--- config.mk ---
export PLATFORM = sky130hd
export DESIGN_NAME = sprite_line_scanner
export DESIGN_NICKNAME = d
export VERILOG_FILES = /design/src/rtl/sprite_line_scanner_pkg.sv /design/src/rtl/sprite_line_hit.sv /design/src/rtl/sprite_line_scanner.sv
export SDC_FILE = /design/constraint.sdc
export NUM_CORES = 1
export LEC_CHECK = 0
export ABC_AREA = 1
export CORE_UTILIZATION = 50
export CTS_CLUSTER_DIAMETER = 150
export CTS_CLUSTER_SIZE = 40
export DETAILED_ROUTE_END_ITERATION = 8
export PLACE_DENSITY = 0.85
export SETUP_SLACK_MARGIN = 0.2
export SKIP_LAST_GASP = 1
export SLEW_MARGIN = 20
export SYNTH_ARGS = -nofsm -noshare
export SYNTH_HDL_FRONTEND = slang
export SYNTH_SLANG_ARGS = --single-unit
--- constraint.sdc ---
create_clock -name clk_i -period 3.45 [get_ports clk_i]
set_input_delay 0.69 -clock clk_i [delete_from_list [all_inputs] [get_ports clk_i]]
set_output_delay 0.69 -clock clk_i [all_outputs]
set_load 0.005 [all_outputs]
--- src/rtl/sprite_line_scanner_pkg.sv ---
// Shared definitions for the sprite line scanner: attribute word field
// positions, table geometry, scan FSM encoding and the height-code decode.
package sprite_line_scanner_pkg;

  localparam int NUM_SPRITES      = 128;
  localparam int WORDS_PER_SPRITE = 2;
  localparam int IDX_W            = $clog2(NUM_SPRITES);
  localparam int ADDR_W           = $clog2(NUM_SPRITES * WORDS_PER_SPRITE);
  localparam logic [IDX_W-1:0] LAST_IDX = IDX_W'(NUM_SPRITES - 1);

  // word0 fields
  localparam int W0_ADDR_LSB = 0;
  localparam int W0_ADDR_MSB = 11;
  localparam int W0_MODE_BIT = 15;
  localparam int W0_X_LSB    = 16;
  localparam int W0_X_MSB    = 25;

  // word1 fields
  localparam int W1_Y_LSB     = 0;
  localparam int W1_Y_MSB     = 9;
  localparam int W1_HFLIP_BIT = 16;
  localparam int W1_VFLIP_BIT = 17;
  localparam int W1_Z_LSB     = 18;
  localparam int W1_Z_MSB     = 19;
  localparam int W1_COLL_LSB  = 20;
  localparam int W1_COLL_MSB  = 23;
  localparam int W1_PAL_LSB   = 24;
  localparam int W1_PAL_MSB   = 27;
  localparam int W1_WIDTH_LSB = 28;
  localparam int W1_WIDTH_MSB = 29;
  localparam int W1_H_LSB     = 30;
  localparam int W1_H_MSB     = 31;

  typedef enum logic [2:0] {
    ST_IDLE  = 3'd0,
    ST_ADDR0 = 3'd1,
    ST_ADDR1 = 3'd2,
    ST_EVAL  = 3'd3,
    ST_EMIT  = 3'd4,
    ST_DONE  = 3'd5
  } scan_state_e;

  // Sprite height in lines for a 2-bit height code (8 << h).
  function automatic logic [9:0] height_decode(input logic [1:0] h_code);
    logic [9:0] height;
    case (h_code)
      2'd0:    height = 10'd8;
      2'd1:    height = 10'd16;
      2'd2:    height = 10'd32;
      2'd3:    height = 10'd64;
      default: height = 10'd8;
    endcase
    return height;
  endfunction

endpackage

--- src/rtl/sprite_line_hit.sv ---
// Vertical intersection test for one sprite: wrap-around distance from the
// sprite top to the requested line, hit flag and row within the sprite.
module sprite_line_hit
  import sprite_line_scanner_pkg::*;
(
  input  logic [9:0] line_i,
  input  logic [9:0] y_i,
  input  logic [1:0] h_i,
  input  logic [1:0] z_i,
  output logic       hit_o,
  output logic [5:0] row_o
);

  logic [9:0] diff_s;

  // Modulo-1024 distance so sprites straddling the bottom edge wrap to the top.
  always_comb begin
    diff_s = line_i - y_i;
    hit_o  = (z_i != 2'd0) && (diff_s < height_decode(h_i));
    row_o  = diff_s[5:0];
  end

endmodule

--- src/rtl/sprite_line_scanner.sv ---
// Per-line sprite attribute scanner: walks all sprite entries in the
// attribute RAM, emits each sprite intersecting the line over valid/ready.
// Optional macro SPRITE_LINE_LIMIT_EN caps accepted records at MAX_HITS.
module sprite_line_scanner
  import sprite_line_scanner_pkg::*;
#(
  parameter int MAX_HITS = 64
) (
  input  logic        clk_i,
  input  logic        rst_i,
  input  logic        line_start_i,
  input  logic [9:0]  line_i,
  input  logic        sprites_en_i,
  output logic        rd_en_o,
  output logic [7:0]  rd_addr_o,
  input  logic [31:0] rd_data_i,
  output logic        spr_valid_o,
  input  logic        spr_ready_i,
  output logic [6:0]  spr_idx_o,
  output logic [11:0] spr_addr_o,
  output logic        spr_mode_o,
  output logic [9:0]  spr_x_o,
  output logic [5:0]  spr_row_o,
  output logic        spr_hflip_o,
  output logic        spr_vflip_o,
  output logic [1:0]  spr_z_o,
  output logic [3:0]  spr_coll_o,
  output logic [3:0]  spr_pal_o,
  output logic [1:0]  spr_width_o,
  output logic        busy_o,
  output logic        scan_done_o
);

  scan_state_e       state_q, state_d;
  logic [IDX_W-1:0]  idx_q, idx_d;
  logic [9:0]        line_q, line_d;
  logic [31:0]       word0_q, word0_d;
  logic              rd_en_q, rd_en_d;
  logic [ADDR_W-1:0] rd_addr_q, rd_addr_d;
  logic              spr_valid_q, spr_valid_d;
  logic [6:0]        spr_idx_q, spr_idx_d;
  logic [11:0]       spr_addr_q, spr_addr_d;
  logic              spr_mode_q, spr_mode_d;
  logic [9:0]        spr_x_q, spr_x_d;
  logic [5:0]        spr_row_q, spr_row_d;
  logic              spr_hflip_q, spr_hflip_d;
  logic              spr_vflip_q, spr_vflip_d;
  logic [1:0]        spr_z_q, spr_z_d;
  logic [3:0]        spr_coll_q, spr_coll_d;
  logic [3:0]        spr_pal_q, spr_pal_d;
  logic [1:0]        spr_width_q, spr_width_d;
  logic              busy_q, busy_d;
  logic              scan_done_q, scan_done_d;
  logic              advance_s;
  logic              hit_s;
  logic [5:0]        row_s;
  logic              unused_word0_s;

`ifdef SPRITE_LINE_LIMIT_EN
  localparam logic [7:0] HIT_LIMIT = 8'(MAX_HITS);
  logic [7:0] hits_q, hits_d;
`else
  logic [7:0] unused_max_hits_s;
  assign unused_max_hits_s = 8'(MAX_HITS);
`endif

  // Reserved word0 bits carry no sprite attribute.
  assign unused_word0_s = ^{word0_q[31:26], word0_q[14:12]};

  // word1 is evaluated straight off the RAM data bus during EVAL.
  sprite_line_hit u_hit (
    .line_i (line_q),
    .y_i    (rd_data_i[W1_Y_MSB:W1_Y_LSB]),
    .h_i    (rd_data_i[W1_H_MSB:W1_H_LSB]),
    .z_i    (rd_data_i[W1_Z_MSB:W1_Z_LSB]),
    .hit_o  (hit_s),
    .row_o  (row_s)
  );

  // Scan sequencing: state walk, sprite stepping, record capture, abort/restart.
  always_comb begin
    state_d     = state_q;
    idx_d       = idx_q;
    line_d      = line_q;
    word0_d     = word0_q;
    advance_s   = 1'b0;
    spr_idx_d   = spr_idx_q;
    spr_addr_d  = spr_addr_q;
    spr_mode_d  = spr_mode_q;
    spr_x_d     = spr_x_q;
    spr_row_d   = spr_row_q;
    spr_hflip_d = spr_hflip_q;
    spr_vflip_d = spr_vflip_q;
    spr_z_d     = spr_z_q;
    spr_coll_d  = spr_coll_q;
    spr_pal_d   = spr_pal_q;
    spr_width_d = spr_width_q;
`ifdef SPRITE_LINE_LIMIT_EN
    hits_d      = hits_q;
`endif

    case (state_q)
      ST_IDLE:  state_d = ST_IDLE;
      ST_ADDR0: state_d = ST_ADDR1;
      ST_ADDR1: begin
        word0_d = rd_data_i;
        state_d = ST_EVAL;
      end
      ST_EVAL: begin
        if (hit_s) begin
          state_d     = ST_EMIT;
          spr_idx_d   = idx_q;
          spr_row_d   = row_s;
          spr_addr_d  = word0_q[W0_ADDR_MSB:W0_ADDR_LSB];
          spr_mode_d  = word0_q[W0_MODE_BIT];
          spr_x_d     = word0_q[W0_X_MSB:W0_X_LSB];
          spr_hflip_d = rd_data_i[W1_HFLIP_BIT];
          spr_vflip_d = rd_data_i[W1_VFLIP_BIT];
          spr_z_d     = rd_data_i[W1_Z_MSB:W1_Z_LSB];
          spr_coll_d  = rd_data_i[W1_COLL_MSB:W1_COLL_LSB];
          spr_pal_d   = rd_data_i[W1_PAL_MSB:W1_PAL_LSB];
          spr_width_d = rd_data_i[W1_WIDTH_MSB:W1_WIDTH_LSB];
        end else begin
          advance_s = 1'b1;
        end
      end
      ST_EMIT: begin
        if (spr_ready_i) begin
`ifdef SPRITE_LINE_LIMIT_EN
          hits_d = hits_q + 8'd1;
          if (hits_d == HIT_LIMIT) begin
            state_d = ST_DONE;
          end else begin
            advance_s = 1'b1;
          end
`else
          advance_s = 1'b1;
`endif
        end else begin
          state_d = ST_EMIT;
        end
      end
      ST_DONE:  state_d = ST_IDLE;
      default:  state_d = ST_IDLE;
    endcase

    if (advance_s) begin
      if (idx_q == LAST_IDX) begin
        state_d = ST_DONE;
      end else begin
        idx_d   = idx_q + 7'd1;
        state_d = ST_ADDR0;
      end
    end else begin
      // stay on the current sprite
    end

    // A new line pulse wins over everything, including an in-flight scan.
    if (line_start_i) begin
      line_d  = line_i;
      idx_d   = 7'd0;
`ifdef SPRITE_LINE_LIMIT_EN
      hits_d  = 8'd0;
`endif
      state_d = sprites_en_i ? ST_ADDR0 : ST_DONE;
    end else begin
      line_d = line_q;
    end
  end

  // Registered output decode, aligned with the state being entered.
  always_comb begin
    rd_en_d     = (state_d == ST_ADDR0) || (state_d == ST_ADDR1);
    spr_valid_d = (state_d == ST_EMIT);
    busy_d      = (state_d != ST_IDLE);
    scan_done_d = (state_q == ST_DONE) && !line_start_i;
    case (state_d)
      ST_ADDR0: rd_addr_d = {idx_d, 1'b0};
      ST_ADDR1: rd_addr_d = {idx_d, 1'b1};
      default:  rd_addr_d = rd_addr_q;
    endcase
  end

  // State and output registers with synchronous reset.
  always_ff @(posedge clk_i) begin
    if (rst_i) begin
      state_q     <= ST_IDLE;
      idx_q       <= 7'd0;
      line_q      <= 10'd0;
      word0_q     <= 32'd0;
      rd_en_q     <= 1'b0;
      rd_addr_q   <= 8'd0;
      spr_valid_q <= 1'b0;
      spr_idx_q   <= 7'd0;
      spr_addr_q  <= 12'd0;
      spr_mode_q  <= 1'b0;
      spr_x_q     <= 10'd0;
      spr_row_q   <= 6'd0;
      spr_hflip_q <= 1'b0;
      spr_vflip_q <= 1'b0;
      spr_z_q     <= 2'd0;
      spr_coll_q  <= 4'd0;
      spr_pal_q   <= 4'd0;
      spr_width_q <= 2'd0;
      busy_q      <= 1'b0;
      scan_done_q <= 1'b0;
`ifdef SPRITE_LINE_LIMIT_EN
      hits_q      <= 8'd0;
`endif
    end else begin
      state_q     <= state_d;
      idx_q       <= idx_d;
      line_q      <= line_d;
      word0_q     <= word0_d;
      rd_en_q     <= rd_en_d;
      rd_addr_q   <= rd_addr_d;
      spr_valid_q <= spr_valid_d;
      spr_idx_q   <= spr_idx_d;
      spr_addr_q  <= spr_addr_d;
      spr_mode_q  <= spr_mode_d;
      spr_x_q     <= spr_x_d;
      spr_row_q   <= spr_row_d;
      spr_hflip_q <= spr_hflip_d;
      spr_vflip_q <= spr_vflip_d;
      spr_z_q     <= spr_z_d;
      spr_coll_q  <= spr_coll_d;
      spr_pal_q   <= spr_pal_d;
      spr_width_q <= spr_width_d;
      busy_q      <= busy_d;
      scan_done_q <= scan_done_d;
`ifdef SPRITE_LINE_LIMIT_EN
      hits_q      <= hits_d;
`endif
    end
  end

  assign rd_en_o     = rd_en_q;
  assign rd_addr_o   = rd_addr_q;
  assign spr_valid_o = spr_valid_q;
  assign spr_idx_o   = spr_idx_q;
  assign spr_addr_o  = spr_addr_q;
  assign spr_mode_o  = spr_mode_q;
  assign spr_x_o     = spr_x_q;
  assign spr_row_o   = spr_row_q;
  assign spr_hflip_o = spr_hflip_q;
  assign spr_vflip_o = spr_vflip_q;
  assign spr_z_o     = spr_z_q;
  assign spr_coll_o  = spr_coll_q;
  assign spr_pal_o   = spr_pal_q;
  assign spr_width_o = spr_width_q;
  assign busy_o      = busy_q;
  assign scan_done_o = scan_done_q;

endmodule

# Yosys cells after proc, flatten, opt, wreduce, memory -nomap -nowiden
# Index checks and enable logic that the tools add are counted.
# totals
inputBits	47
wordCells	59
register_bits	108
# op_classes
n_eq_ne	12
magnitude_cmp	1
reduce_logical	9
n_mux	15
add_sub_neg	2
# ops
operator	count
$pmux 10 s4	1
$mux 7	3
$mux 3	6
$pmux 8 s2	1
$pmux 3 s4	1
$lt 10x10->1	1
$sub 10x10->10	1
$eq 3x2->1 const B	3
$eq 3x3->1 const B	3
$add 7x1->7 const B	1
$eq 7x7->1 const B	1
$eq 3x1->1 const B	2
$eq 2x2->1 const B	2
$reduce_bool 2->1	2
$reduce_bool 3->1	1
$eq 2x1->1 const B	1
$logic_and 1x1->1	2
$logic_not 2->1	1
$mux 1	2
$pmux 1 s2	1
$reduce_and 2->1	1
$logic_not 1->1	1
$logic_or 1x1->1	1

# Longest topological paths before layout
# logic_depth
word_depth	10
ltp_mapped	24
depth_no_buf	23

# Modules after synthesis
# From an unflattened synthesis, not the netlist that was laid out.
# hier_totals
hier_cells	634
area_unflattened_um2	4570.6
# by_module_without_submodules
mod	seq_area_each_um2	cells_per_inst	instances	area_each_um2
sprite_line_scanner	2102.0	514	1	3916.3
sprite_line_hit	0.0	120	1	654.4

# Least setup slack after synthesis
# OpenSTA, ideal clock, no wires.
# synth_path
path_type	in2reg
from	in rd_data_i[0]
to	reg spr_addr_q[11] (netlist: spr_addr_o[11])
slack_ns	0.300
stages	18
n_path_buf	2
t_required_ns	3.334
setup_ns	0.116
arrival_ns	3.034
cell_sequence	ha_1 -> fa_1 -> o21ai_2 -> nand2_1 -> nor2_1 -> nor2_1 -> xnor2_1 -> ha_1 -> nor2_1 -> nand3_2 -> nor2_4 -> nand3_4 -> nor2_4 -> inv_2 -> buf_2 -> buf_2 -> nor2_1 -> nor2_1
# synth_between
elab_chain_len	4
# synth_lines
element	line_no	rtl
start, declared	sprite_line_scanner.sv:16	input logic [31:0] rd_data_i,
$sub 10x10->10	sprite_line_hit.sv:18	diff_s = line_i - y_i;
$lt 10x10->1	sprite_line_hit.sv:19	hit_o = (z_i != 2'd0) && (diff_s < height_decode(h_i));
$logic_and 1x1->1	sprite_line_hit.sv:19	
$reduce_and 2->1 (no line)	-	
end signal, assigned	sprite_line_scanner.sv:219	spr_addr_q <= spr_addr_d;
end, declared	sprite_line_scanner.sv:42	logic [11:0] spr_addr_q, spr_addr_d;
# No other way between the ends.
# A chain may end at the register's enable or synchronous reset.

# Final worst setup path
# layout_path
from	in rd_data_i[5]
to	reg rd_addr_q[4] (netlist: rd_addr_o[4])
# layout_between
elab_chain_len	9
word_cells_on_any_way	15
# layout_lines
element	line_no	rtl
$sub 10x10->10 *	sprite_line_hit.sv:18	
$lt 10x10->1 *	sprite_line_hit.sv:19	
$logic_and 1x1->1 *	sprite_line_hit.sv:19	
$mux 3 / $mux 1 (equally long branches)	sprite_line_scanner.sv:110	if (hit_s) begin
$pmux 3 s4 / $pmux 1 s2 (equally long branches)	sprite_line_scanner.sv:102	case (state_q)
$mux 3	sprite_line_scanner.sv:147	if (advance_s) begin
$mux 3	sprite_line_scanner.sv:159	if (line_start_i) begin
$eq 3x1->1 / $eq 3x2->1 (equally long branches)	sprite_line_scanner.sv:177	case (state_d)
$reduce_bool 2->1 (no line)	-	
end signal, assigned	sprite_line_scanner.sv:216	rd_addr_q <= rd_addr_d;
end, declared	sprite_line_scanner.sv:39	logic [ADDR_W-1:0] rd_addr_q, rd_addr_d;
# Mark *: on every way between the ends. The rest lies on a longest branch, timed or not. The select of a mux whose other input is x is not followed.

==> out/metrics.yaml <==
drt-pass1-iter-count: 4
hpwlAfterDp_um: 7910
syn_nets: 657
mappedNetlistArea_sq_um: 4530
number_of_design_rule_violations_left_after_detail_routing: 0
first_global_vias: 4200
worstSetupStartpointType: "input pin"
filler_cell_count: 661
worst_ir_drop_vdd_mv: 0.202
final_util: 0.731
clkTransAtPathRegs_ns: 0.11
worst_pin_slew_ns: 0.483
clock_tree_from_tritoncts: "built"
drt_iter0_drc: 210
via_per_inst: 5.17
p_int_w: 0.00183
synth_seq_cells: 105
worst_path_max_delay_cell: "sky130_fd_sc_hd__clkdlybuf4s50_1"
tritoncts.num_buffers: 9
synth.yosys.seq_area_share: 0.464
crit_path_category: "in2reg"
synthCells: 596
post-route-period-util: 0.890
share_of_post_route_cells_with_drive_strength_above_1: 0.168
drt-total-wl_um: 11800
worst-path-buf-inv: 3
clock_sinks: 105
netlist_top_cells_count: "sky130_fd_sc_hd__nor2_1, sky130_fd_sc_hd__dfxtp_1, sky130_fd_sc_hd__o21ai_0, sky130_fd_sc_hd__nand2_1, sky130_fd_sc_hd__inv_1"
largest_net_degree_at_the_start_of_global_routing: 65
chipHeight_um: 97.2
achievable-frequency_mhz: 326
cp_data_arrival_time_ns: 3.39
power.share.combinational: 0.183
worstPathRequired_ns: 3.77
critical-path-top-delay-family: "simple AND/OR/NAND/NOR gates"
grt_overflow_total: 0
final_max_slew_viol_count: 0
via_count: 4403
timing.max_cap.violations: 0
grt_first_pass_wirelength_um: 19000
core_region_area_sq_um: 8760
gp_routability_congestion: 0.838
grt_antenna_before_repair: 0
async_reset_ff_frac: 0
critical_path.cell_chain: "clkdlybuf4s50_1 -> inv_1 -> ha_4 -> nand2_1 -> nor2_2 -> nor2_1 -> xnor2_1 -> ha_2 -> nor2_2 -> nand3_2 -> nor2_4 -> nand3_4 -> nand2_4 -> nand4_1 -> buf_4 -> nand2_2 -> a21oi_1 -> nor2_1"
power.share.clock: 0.319
post-synth-top-area-fraction: 0.464
ioPinCount: 109
numnets_final: 800
power_switching_w: 0.000715
synth_most_common_cell: "sky130_fd_sc_hd__nor2_1"
synth_ff_type: "sky130_fd_sc_hd__dfxtp_1"
synth_top_cells_by_area: "sky130_fd_sc_hd__dfxtp_1, sky130_fd_sc_hd__nor2_1, sky130_fd_sc_hd__o21ai_0"
setup_viol_count_final: 0
io_buffer_count: 105
post-place-ws_ns: -0.472
area_of_the_die_sq_um: 9450
insertedDiodeCount: 0
initial_utilization: 0.517
std_cell_rows: 34
htreeDepth: 3
run_status: "completed"
cts_root_buf: "sky130_fd_sc_hd__clkbuf_8"
fin_clk_skew_ns: 0.0124
slew_headroom: 0.677
post_synth_num_cell_types: 39
number_of_enable_flip_flop_cells_after_synthesis: 0
finalHoldWorstSlack_ns: 0.450
track_usage: 0.244
syn_avg_cell_area_sq_um: 7.60
timing.critical_path.fanout_max: 4
power_per_cell_area_nw_per_um2: 397
rsz0062_at_grt: "false"
p_leak_nw: 2.78
floorplan.die.width_um: 97.2
finalHoldViolCount: 0
sequentialPowerShare: 0.498
timing.final.crit_period_ns: 3.07
worst_path_largest_cell_delay_ns: 0.48
worst_skew_pair.late_latency_ns: 0.38
worstHoldPathType: "reg2reg"
wl_per_cell_um: 13.8
synth.largest_area_cell: "sky130_fd_sc_hd__dfxtp_1"
timing.final.ws_setup_ns: 0.381
synth.yosys.warnings: 0
cts_max_path_buffers: 2
switching_portion_of_total_power: 0.281
crit_path_end_kind: "flop"
layout-area-overhead-vs-synth_pct: 41.4
ant_nets: 0
worst paths after layout:
| path | cells past startpoint | start | slack, ns | to |
|---|---|---|---|---|
| max | 18 | rd_data_i[5] | 0.38 | rd_addr_o[4]$_SDFFE_PP0P_ |
| min | 2 | word0_q[16]$_SDFFE_PP0N_ | 0.45 | spr_x_o[0]$_SDFFE_PP0P_ |
| min reg2reg | 2 | word0_q[16]$_SDFFE_PP0N_ | 0.45 | spr_x_o[0]$_SDFFE_PP0P_ |
| max reg2reg | 19 | line_q[0]$_SDFFE_PP0P_ | 0.48 | rd_addr_o[4]$_SDFFE_PP0P_ |
stage by stage:
| stage | std cells | power [W] | setup TNS [ns] | cell area (sq um) |
|---|---|---|---|---|
| after floorplan | 596 | 0.00151 | 0 | 4530 |
| final | 852 | 0.00254 | 0 | 6410 |
| after global routing | 852 | 0.00265 | 0 | 6410 |
| after detailed placement | 820 | 0.00168 | -20.60 | 5940 |
| after global placement | 820 | 0.00167 | -15.74 | 5940 |
| after CTS | 846 | 0.00251 | 0 | 6320 |
worst register-to-register path, stage by stage, from the launching register on:
cell and delay [ns]:
sky130_fd_sc_hd__dfxtp_1 0.32, sky130_fd_sc_hd__inv_1 0.05, sky130_fd_sc_hd__ha_2 0.19, sky130_fd_sc_hd__fa_2 0.37, sky130_fd_sc_hd__o21ai_2 0.17, sky130_fd_sc_hd__nand2_2 0.10
sky130_fd_sc_hd__nor2_2 0.08, sky130_fd_sc_hd__nor2_1 0.06, sky130_fd_sc_hd__xnor2_1 0.12, sky130_fd_sc_hd__ha_2 0.18, sky130_fd_sc_hd__nor2_2 0.11, sky130_fd_sc_hd__nand3_2 0.10
sky130_fd_sc_hd__nor2_4 0.12, sky130_fd_sc_hd__nand3_4 0.11, sky130_fd_sc_hd__nand2_4 0.12, sky130_fd_sc_hd__nand4_1 0.21, sky130_fd_sc_hd__buf_4 0.23, sky130_fd_sc_hd__nand2_2 0.09
sky130_fd_sc_hd__a21oi_1 0.07, sky130_fd_sc_hd__nor2_1 0.10
layout by cell type (no fill, tap or decap), types with 3 or more instances in the layout:
master                            synthesis  layout
sky130_fd_sc_hd__nand4_1                  3       3
sky130_fd_sc_hd__nor3_1                   6       6
sky130_fd_sc_hd__clkbuf_8                 0       9
sky130_fd_sc_hd__a21oi_1                 48      46
sky130_fd_sc_hd__inv_1                   56      53
sky130_fd_sc_hd__dfxtp_1                105     105
sky130_fd_sc_hd__nor2_2                   1       5
sky130_fd_sc_hd__o21ai_0                 83      83
sky130_fd_sc_hd__buf_12                   0       4
sky130_fd_sc_hd__inv_2                    3       7
sky130_fd_sc_hd__a21oi_2                  2       3
sky130_fd_sc_hd__nand3_1                 28      27
sky130_fd_sc_hd__xor2_1                   5       5
sky130_fd_sc_hd__ha_4                     0       4
sky130_fd_sc_hd__nand2_4                  5       4
sky130_fd_sc_hd__buf_4                    0      50
sky130_fd_sc_hd__nand2_2                  3       6
sky130_fd_sc_hd__ha_1                    13       7
sky130_fd_sc_hd__nand2_1                 59      56
sky130_fd_sc_hd__nor2_1                 120     116
sky130_fd_sc_hd__nand3_2                  3       4
sky130_fd_sc_hd__clkdlybuf4s50_1          0     100
sequential cells by signal (all words and copies together) (netlist names):
name / count
spr_coll_o: 4
state_q: 3
word0_q: 23
spr_pal_o: 4
spr_mode_o: 1
spr_hflip_o: 1
spr_row_o: 6
busy_o: 1
spr_x_o: 10
line_q: 10
spr_valid_o: 1
scan_done_o: 1
rd_addr_o: 8
spr_idx_o: 7
idx_q: 7
spr_width_o: 2
spr_addr_o: 12
rd_en_o: 1
spr_z_o: 2
spr_vflip_o: 1
repair_timing:
action	CTS	global route
pin swaps	18	16
setup buffers	9	6
endpoints found under the setup margin	65	68
gates cloned	1	0
hold buffers	0	0
gates resized for setup	26	13
power groups by stage:
stage	clock network, W	registers, W	logic [W]
after global routing	0.000873	0.00127	0.000506
final	0.000812	0.00127	0.000466
after global placement	0	0.00129	0.000376
after detailed placement	0	0.00129	0.000389
after floorplan	0	0.00129	0.000219
after CTS	0.000819	0.00127	0.000428
area by class of cell:
cell class	count	area, sq um	area share
repair buffers	161	1520	0.237
inverters	60	225	0.0352
multi-input cells	402	2210	0.345
well taps	108	135	0.0211
clock buffers	9	124	0.0193
clock inverters	7	90.1	0.0141
flip-flops and latches	105	2100	0.328
cell families (layout without fill, tap and decap cells):
group,count (synthesis),in the layout,share of synthesized area
xor gates and xnor gates,8,8,0.0155
and+or+nand+nor,238,239,0.237
AOI/OAI and AO/OA,141,141,0.163
DFF,105,105,0.464
adders and majority gates,14,14,0.0403
buffers and inverters,90,237,0.0803
per-layer routing:
metal	share of wire	GRT usage	vias to the layer above
met5	0	0	-
met3	0.048	0.0367	23
met2	0.49	0.419	127
met4	0.019	0.0964	0
met1	0.44	0.307	2042
li1	-	-	2211
No activity file was read; power rests on OpenSTA's default activity.
